===== src/rtl/row_config_pkg.sv =====
// ---------------------------------------------------------------------------
// row_config_pkg
// Shared definitions for the row configuration loader: FSM state encoding,
// default chain/word geometry and a ceil-division helper used to size the
// word counter.
// ---------------------------------------------------------------------------
package row_config_pkg;

    localparam int DEF_CHAIN_LEN = 256;
    localparam int DEF_WORD_W    = 32;

    typedef enum logic [2:0] {
        ST_IDLE   = 3'd0,
        ST_LOAD   = 3'd1,
        ST_VERIFY = 3'd2,
        ST_DONE   = 3'd3,
        ST_ERR    = 3'd4
    } cfg_state_e;

    // Number of w-bit words needed to carry len bits.
    function automatic int words_for(input int len, input int w);
        return (len + w - 1) / w;
    endfunction

endpackage


===== src/rtl/cfg_serializer.sv =====
// ---------------------------------------------------------------------------
// cfg_serializer
// Word register that turns incoming bitstream words into a one-bit-per-cycle
// stream for the chain head. Counts accepted words so that only the number of
// words the chain needs is taken, and trims the final word to the bits that
// still fit in the chain.
//
// Handshake: a word transfers on a clock edge where valid_i & ready_o are both
// high; valid_i may be raised or dropped at any time and ready_o does not
// depend on valid_i.
//
// Ports:
//   clk_i    in   clock (the chain's prog_clk)
//   rst_i    in   synchronous active-high reset
//   clear_i  in   empty the register and zero the word count
//   run_i    in   loading is active; outputs are inert when low
//   data_i   in   WORD_W bitstream word, bit 0 shifted first
//   valid_i  in   word valid
//   ready_o  out  register can take a word this cycle
//   bit_o    out  bit presented to the chain head (register bit 0)
//   shift_o  out  a bit leaves the register on this edge (chain shift enable)
// ---------------------------------------------------------------------------
module cfg_serializer
    import row_config_pkg::*;
#(
    parameter int CHAIN_LEN = DEF_CHAIN_LEN,
    parameter int WORD_W    = DEF_WORD_W
) (
    input  logic              clk_i,
    input  logic              rst_i,
    input  logic              clear_i,
    input  logic              run_i,
    input  logic [WORD_W-1:0] data_i,
    input  logic              valid_i,
    output logic              ready_o,
    output logic              bit_o,
    output logic              shift_o
);

    localparam int NUM_WORDS = words_for(CHAIN_LEN, WORD_W);
    // Bits of the last word that still land in the chain (1..WORD_W).
    localparam int LAST_BITS = CHAIN_LEN - (NUM_WORDS - 1) * WORD_W;
    localparam int BC_W      = $clog2(WORD_W + 1);
    localparam int WC_W      = $clog2(NUM_WORDS + 1);

    localparam logic [BC_W-1:0] FULL_CNT   = BC_W'(WORD_W);
    localparam logic [BC_W-1:0] LAST_CNT   = BC_W'(LAST_BITS);
    localparam logic [BC_W-1:0] ONE_BIT    = BC_W'(1);
    localparam logic [WC_W-1:0] WORDS_MAX  = WC_W'(NUM_WORDS);
    localparam logic [WC_W-1:0] WORDS_LAST = WC_W'(NUM_WORDS - 1);
    localparam logic [WC_W-1:0] ONE_WORD   = WC_W'(1);

    logic [WORD_W-1:0] word_q, word_d;
    logic [BC_W-1:0]   cnt_q, cnt_d;      // bits still held in word_q
    logic [WC_W-1:0]   words_q, words_d;  // words accepted this load
    logic              accept;

    // Everything below decodes registered state only, so the chain pins never
    // see a combinational path from the configuration bus.
    assign shift_o = run_i && (cnt_q != '0);
    assign bit_o   = word_q[0];
    // Ready while the last held bit is leaving, so a new word lands in the
    // same edge and the chain sees no bubble.
    assign ready_o = run_i && (cnt_q <= ONE_BIT) && (words_q < WORDS_MAX);
    assign accept  = valid_i && ready_o;

    always_comb begin
        word_d  = word_q;
        cnt_d   = cnt_q;
        words_d = words_q;
        if (clear_i) begin
            word_d  = '0;
            cnt_d   = '0;
            words_d = '0;
        end else if (accept) begin
            word_d  = data_i;
            // Surplus high bits of the final word are never shifted out.
            cnt_d   = (words_q == WORDS_LAST) ? LAST_CNT : FULL_CNT;
            words_d = words_q + ONE_WORD;
        end else if (shift_o) begin
            word_d = word_q >> 1;
            cnt_d  = cnt_q - ONE_BIT;
        end
    end

    always_ff @(posedge clk_i) begin
        if (rst_i) begin
            word_q  <= '0;
            cnt_q   <= '0;
            words_q <= '0;
        end else begin
            word_q  <= word_d;
            cnt_q   <= cnt_d;
            words_q <= words_d;
        end
    end

endmodule


===== src/rtl/row_config_loader.sv =====
// ---------------------------------------------------------------------------
// row_config_loader
// Loads a row's configuration shift chain from a word-wide bitstream, then
// recirculates the chain once (tail back into head) and compares the number
// of ones seen against the number loaded. The recirculation leaves the
// configuration in place.
//
// Handshake: a word transfers on a prog_clk edge where cfg_valid & cfg_ready
// are both high; cfg_ready never depends on cfg_valid.
//
// Ports:
//   prog_clk     in   clock shared with the chain
//   rst          in   synchronous active-high reset
//   cfg_start    in   start pulse, honoured in IDLE/DONE/ERR
//   cfg_abort    in   abort, honoured in LOAD/VERIFY (beats cfg_start there)
//   cfg_data     in   WORD_W bitstream word, LSB first
//   cfg_valid    in   word valid
//   cfg_ready    out  word accepted on cfg_valid & cfg_ready
//   chain_out    in   chain tail
//   prog_in      out  chain head data
//   prog_en      out  chain shift enable
//   busy         out  LOAD or VERIFY
//   done         out  one-cycle pulse after a matching verify
//   error        out  sticky mismatch/abort flag, cleared by a start
//   ones_count   out  ones shifted in during LOAD
//   dbg_state_o  out  current FSM state
// ---------------------------------------------------------------------------
module row_config_loader
    import row_config_pkg::*;
#(
    parameter int CHAIN_LEN = DEF_CHAIN_LEN,
    parameter int WORD_W    = DEF_WORD_W,
    parameter int CNT_W     = $clog2(CHAIN_LEN + 1)
) (
    input  logic              prog_clk,
    input  logic              rst,
    input  logic              cfg_start,
    input  logic              cfg_abort,
    input  logic [WORD_W-1:0] cfg_data,
    input  logic              cfg_valid,
    output logic              cfg_ready,
    input  logic              chain_out,
    output logic              prog_in,
    output logic              prog_en,
    output logic              busy,
    output logic              done,
    output logic              error,
    output logic [CNT_W-1:0]  ones_count,
    output cfg_state_e        dbg_state_o
);

    localparam logic [CNT_W-1:0] LAST_BIT = CNT_W'(CHAIN_LEN - 1);
    localparam logic [CNT_W-1:0] ONE      = CNT_W'(1);

    cfg_state_e       state_q, state_d;
    logic [CNT_W-1:0] bit_cnt_q, bit_cnt_d;   // bits shifted in the current phase
    logic [CNT_W-1:0] ones_q, ones_d;         // ones loaded
    logic [CNT_W-1:0] vones_q, vones_d;       // ones seen at the tail in VERIFY
    logic             done_q, done_d;
    logic             error_q, error_d;

    logic in_load, in_verify, start_ok;
    logic ser_ready, ser_bit, ser_shift;

    assign in_load   = (state_q == ST_LOAD);
    assign in_verify = (state_q == ST_VERIFY);
    assign start_ok  = cfg_start && (state_q inside {ST_IDLE, ST_DONE, ST_ERR});

    cfg_serializer #(
        .CHAIN_LEN (CHAIN_LEN),
        .WORD_W    (WORD_W)
    ) u_serializer (
        .clk_i   (prog_clk),
        .rst_i   (rst),
        .clear_i (start_ok),
        .run_i   (in_load),
        .data_i  (cfg_data),
        .valid_i (cfg_valid),
        .ready_o (ser_ready),
        .bit_o   (ser_bit),
        .shift_o (ser_shift)
    );

    always_comb begin
        state_d   = state_q;
        bit_cnt_d = bit_cnt_q;
        ones_d    = ones_q;
        vones_d   = vones_q;
        done_d    = 1'b0;
        error_d   = error_q;
        case (state_q)
            ST_IDLE, ST_DONE, ST_ERR: begin
                if (cfg_start) begin
                    state_d   = ST_LOAD;
                    bit_cnt_d = '0;
                    ones_d    = '0;
                    vones_d   = '0;
                    error_d   = 1'b0;
                end
            end
            ST_LOAD: begin
                // A bit shifting on the abort edge has reached the chain, so
                // it is still counted.
                if (ser_shift) begin
                    bit_cnt_d = bit_cnt_q + ONE;
                    ones_d    = ones_q + CNT_W'(ser_bit);
                    if (bit_cnt_q == LAST_BIT) begin
                        state_d   = ST_VERIFY;
                        bit_cnt_d = '0;
                    end
                end
                if (cfg_abort) begin
                    state_d = ST_ERR;
                    error_d = 1'b1;
                end
            end
            ST_VERIFY: begin
                bit_cnt_d = bit_cnt_q + ONE;
                vones_d   = vones_q + CNT_W'(chain_out);
                if (bit_cnt_q == LAST_BIT) begin
                    if (vones_d == ones_q) begin
                        state_d = ST_DONE;
                        done_d  = 1'b1;
                    end else begin
                        state_d = ST_ERR;
                        error_d = 1'b1;
                    end
                end
                if (cfg_abort) begin
                    state_d = ST_ERR;
                    done_d  = 1'b0;
                    error_d = 1'b1;
                end
            end
            default: begin
                state_d = ST_IDLE;
            end
        endcase
    end

    always_ff @(posedge prog_clk) begin
        if (rst) begin
            state_q   <= ST_IDLE;
            bit_cnt_q <= '0;
            ones_q    <= '0;
            vones_q   <= '0;
            done_q    <= 1'b0;
            error_q   <= 1'b0;
        end else begin
            state_q   <= state_d;
            bit_cnt_q <= bit_cnt_d;
            ones_q    <= ones_d;
            vones_q   <= vones_d;
            done_q    <= done_d;
            error_q   <= error_d;
        end
    end

    // In VERIFY the tail feeds straight back into the head so that CHAIN_LEN
    // shifts bring every cell back to its loaded value.
    assign prog_in     = in_verify ? chain_out : (in_load && ser_bit);
    assign prog_en     = in_verify || ser_shift;
    assign cfg_ready   = ser_ready;
    assign busy        = in_load || in_verify;
    assign done        = done_q;
    assign error       = error_q;
    assign ones_count  = ones_q;
    assign dbg_state_o = state_q;

endmodule

===== config.mk =====
export PLATFORM = sky130hd
export DESIGN_NAME = row_config_loader
export DESIGN_NICKNAME = d
export VERILOG_FILES = /design/src/rtl/row_config_pkg.sv /design/src/rtl/cfg_serializer.sv /design/src/rtl/row_config_loader.sv
export SDC_FILE = /design/constraint.sdc
export NUM_CORES = 1
export LEC_CHECK = 0
export CORE_MARGIN = 5
export CORE_UTILIZATION = 50
export CTS_BUF_LIST = sky130_fd_sc_hd__clkbuf_2
export CTS_CLUSTER_SIZE = 10
export DETAILED_ROUTE_END_ITERATION = 8
export MAX_ROUTING_LAYER = met4
export PLACE_DENSITY = 0.88
export SETUP_SLACK_MARGIN = 0.4
export SLEW_MARGIN = 40
export SYNTH_ARGS = -nofsm -noshare
export SYNTH_HDL_FRONTEND = slang
export SYNTH_SLANG_ARGS = --single-unit

===== constraint.sdc =====
create_clock -name prog_clk -period 2.4 [get_ports prog_clk]
set_clock_uncertainty 0.2 [all_clocks]
set_input_delay 0.24 -clock prog_clk [delete_from_list [all_inputs] [get_ports prog_clk]]
set_output_delay 0.24 -clock prog_clk [all_outputs]
set_load 0.01 [all_outputs]

==> flow_summary.yaml, run 1 <==
outcome:
  outcome: "finished, violations left"
  failed_checks: "negative hold slack, negative setup slack"
placed_design:
  dp_hpwl_um: 6430
  gp_congestion: 0.889
  dp_cells: 594
  io_buffers: 55
floorplanning:
  start_util: 0.520
  rows: 31
  io-pin-count: 56
  coreArea_sq_um: 7330
  fp.dieH_um: 97.3
  fp.dieW_um: 97.3
  die_area_sq_um: 9460
critical_path:
  r2r_cells: 12
  cp.depth: 12
  critPathCaptureType: "flop"
  critPathCapture: "dbg_state_o[0]"
  cp_cell_sequence: "ha_4 -> and3_4 -> and3_4 -> nand3_4 -> inv_2 -> ha_4 -> nor2_4 -> a21oi_1 -> nor4_1 -> or3_1 -> a22oi_2 -> o21ai_1"
  crit_path_max_incr_delay_ns: 0.43
  slowest_stage: "dfxtp_4"
  critPathKind: "reg -> reg"
  cp.required_ns: 2.68
  rr_startpoint: "bit_cnt_q[0]"
  critical-path-top-delay-family: "simple AND/OR/NAND/NOR gates"
  r2r_slack_ns: -0.22
  crit_path_max_fanout: 3
  worstReg2RegEnd: "dbg_state_o[0]"
  cp-start-kind: "flop"
  arrival_ns: 2.91
  cp-startpoint: "bit_cnt_q[0]"
  cp_num_buf_inv: 1
cts:
  cts_tree: "yes"
  insertion_delay_ns: 0.60
  cts_htree_levels: 3
  clockRootBuffer: "clkbuf_2"
  cts.path.max_buffers: 2
  cts_buffers: 9
  cts.sinks: 74
  cts_hold_buf: 0
  clk_pin_slew_worst_paths_ns: 0.28
power_and_ir_drop:
  peakVddDrop_mv: 0.609
  leakage_uw: 0.00225
  seq_power_share: 0.301
  pwr-share-clk: 0.149
  pwr-share-comb: 0.550
  powerDensity_nw_per_um2: 810
  p_int_uw: 2930
  p_sw_uw: 2100
  power.total_uw: 5030
  swShare: 0.418
synth:
  synthArstFlopShare: 0
  synth_top_cell_area_share: 0.389
  ys_ff_latch: 74
  synthesis.nets: 490
  synth_area_per_cell_sq_um: 8.62
  synth_cells: 442
  yosys-top-cells-area: "dfxtp_1 39%, mux2i_1 8.1%, nor2_1 7.5%, a211oi_1 6.9%, a21oi_1 3.8%"
  synth_area_sq_um: 3810
  synth.distinct_cells: 50
  yosys_warnings: 0
  ys.flop_type: "dfxtp_1"
  yosys.area.top_type: "dfxtp_1"
  ys_seq_area_frac: 0.389
  synth-edff-count: 0
timing:
  tightest_slew_ns: 0.455
  final.min_clock_period_ns: 2.62
  rsz0062_at_grt: "true"
  finalHoldViolations: 1
  whs_ns: -0.0209
  slew_headroom: 0.694
  min_period_over_period: 1.09
  setup_viol: 9
  fmax_mhz: 381
  layout_setup_ws_ns: -0.225
  fin_setup_tns_ns: -1.03
  final_max_slew_viol_count: 0
global_routing:
  grt_max_degree: 67
  grt_pass1_vias: 4025
  track_usage: 0.254
  grt_pass1_wl_um: 19300
  antenna_found_initial: 0
  overflow: 0
detailed_routing:
  via_per_inst: 6.61
  wl_um: 17300
  drcViolationCount: 0
  ant_nets: 0
  drt_iter0_markers: 521
  vias: 4454
  first_pass_iters: 5
  wire_per_inst_um: 25.6
cells_and_area:
  diodes: 0
  fin_nets: 618
  fill_cells: 342
  seqCellArea_sq_um: 1540
  multi_input_area_sq_um: 2820
  final_cells: 674
  layout-drive-gt1-share: 0.416
  syn_to_final_growth_pct: 63.0
hold_path:
  hold_path_class: "in -> reg"
  hold_start: "cfg_data[31]"
  hold_path_depth: 3
flow_run:
  max-cap-violations: 0
cell usage in the layout (no fill, tap or decap), drive strengths merged, types with 2 or more instances in the layout:
| cell | netlist | final |
|---|---|---|
| a41oi | 2 | 2 |
| clkinv | 0 | 5 |
| inv | 7 | 7 |
| dfxtp | 74 | 74 |
| xnor2 | 12 | 12 |
| a21oi | 29 | 29 |
| nand3 | 10 | 10 |
| buf | 13 | 90 |
| clkdlybuf4s50 | 0 | 48 |
| xor2 | 13 | 13 |
| a22oi | 3 | 3 |
| nand2b | 6 | 6 |
| and3 | 7 | 7 |
| a211oi | 36 | 36 |
| nor3b | 5 | 5 |
| and4 | 2 | 2 |
| nor4b | 2 | 2 |
| ha | 10 | 10 |
| nand3b | 8 | 8 |
| a31oi | 3 | 3 |
| mux2i | 31 | 31 |
| nand2 | 19 | 19 |
| o21ai | 18 | 18 |
| or3 | 6 | 6 |
| clkbuf | 15 | 14 |
| nor3 | 7 | 7 |
| nand4 | 6 | 6 |
| nor2 | 76 | 77 |
| nor4 | 5 | 5 |
| a21o | 2 | 2 |
| nor2b | 2 | 2 |
worst reg2reg max path: stages, from the launching register on:
cell and delay, ns:
dfxtp_4 0.43, ha_4 0.14, and3_4 0.21, and3_4 0.22
nand3_4 0.09, inv_2 0.08, ha_4 0.16, nor2_4 0.05
a21oi_1 0.23, nor4_1 0.09, or3_1 0.37, a22oi_2 0.17
o21ai_1 0.09
cells in the mapped netlist (2+ instances only):
| cell type | n |
|---|---|
| nor2b_1 | 2 |
| xnor2_1 | 12 |
| a41oi_1 | 2 |
| nor3_1 | 7 |
| mux2i_1 | 31 |
| clkbuf_1 | 15 |
| and3_1 | 7 |
| ha_1 | 10 |
| buf_1 | 3 |
| nand3_1 | 10 |
| nor2_1 | 76 |
| dfxtp_1 | 74 |
| buf_4 | 5 |
| a31oi_1 | 3 |
| nor3b_2 | 2 |
| xor2_1 | 13 |
| inv_1 | 7 |
| and4_1 | 2 |
| or3_1 | 6 |
| a22oi_1 | 3 |
| nand2b_1 | 6 |
| nor3b_1 | 3 |
| o21ai_0 | 10 |
| a211oi_1 | 35 |
| a21o_1 | 2 |
| o21ai_1 | 8 |
| nand4_1 | 6 |
| a21oi_1 | 29 |
| nand3b_1 | 8 |
| nor4_1 | 4 |
| buf_2 | 4 |
| nand2_1 | 19 |
cell type report:
type	count	share of cell area
clock inverter	6	0.00927
tap	99	0.0199
inverter	7	0.00423
clock buffer	10	0.00806
sequential	74	0.247
multi-input combinational	334	0.454
timing repair buffer	144	0.257
logic make-up after synthesis:
logic type / after synthesis / share of synthesized area
compound gates: 100 / 0.171
flops: 74 / 0.389
fa+ha+maj: 10 / 0.0329
buf+inv: 35 / 0.0427
simple gates: 167 / 0.225
xor+xnor: 25 / 0.0575
mux: 31 / 0.0815
metal layers:
metal / wire length [um] / vias to the layer above / global-route usage
met4: 1270 / 0 / 0.102
met1: 5900 / 2071 / 0.290
met3: 1710 / 137 / 0.0481
met2: 8360 / 392 / 0.437
met5: 0 / - / -
li1: - / 1854 / -
worst min-delay path by stage:
| stage | to |
|---|---|
| after floorplan | u_serializer.word_q[31] |
| after global placement | u_serializer.words_q[1] |
| after detailed placement | error |
| after CTS | u_serializer.word_q[31] |
| after global routing | u_serializer.word_q[31] |
| final | u_serializer.word_q[31] |
power by group through the flow:
stage               combinational (uW)  clock, uW  sequential, uW
global placement                  1330          0            1480
CTS                               1950        681            1460
detailed placement                1370          0            1490
finish                            2770        749            1510
floorplan                          904          0            1460
global route                      2860        790            1520
registers in the layout, summed over array words and instances, names as in the netlist:
register	count
done	1
error	1
u_serializer.cnt_q	6
vones_q	9
ones_count	9
u_serializer.words_q	4
bit_cnt_q	9
u_serializer.word_q	32
dbg_state_o	3
per-stage QoR:
stage               setup WS, ns  hold WS [ns]  cell area [sq um]  utilization
finish                    -0.225       -0.0209               6210        0.847
floorplan                 0.0597         0.180               3910            -
detailed placement        -0.249         0.268               4680        0.639
CTS                      -0.0223        0.0304               5470        0.746
global route              -0.329       0.00884               6210        0.847
global placement          -0.187         0.258               4680        0.639
repair_timing:
action / CTS / global route
pin swaps: 45 / 52
resized for setup: 94 / 121
endpoints found under the setup margin: 64 / 76
gates cloned: 7 / 5
setup buffers: 35 / 17
(Power assumes the default switching activity.)
==> inputs of run 2 (changes only) <==
CAP_MARGIN = 30   (was not set)
==> results of run 2 <==
No change in the layout: final DEF, timing and power equal those of run 1.
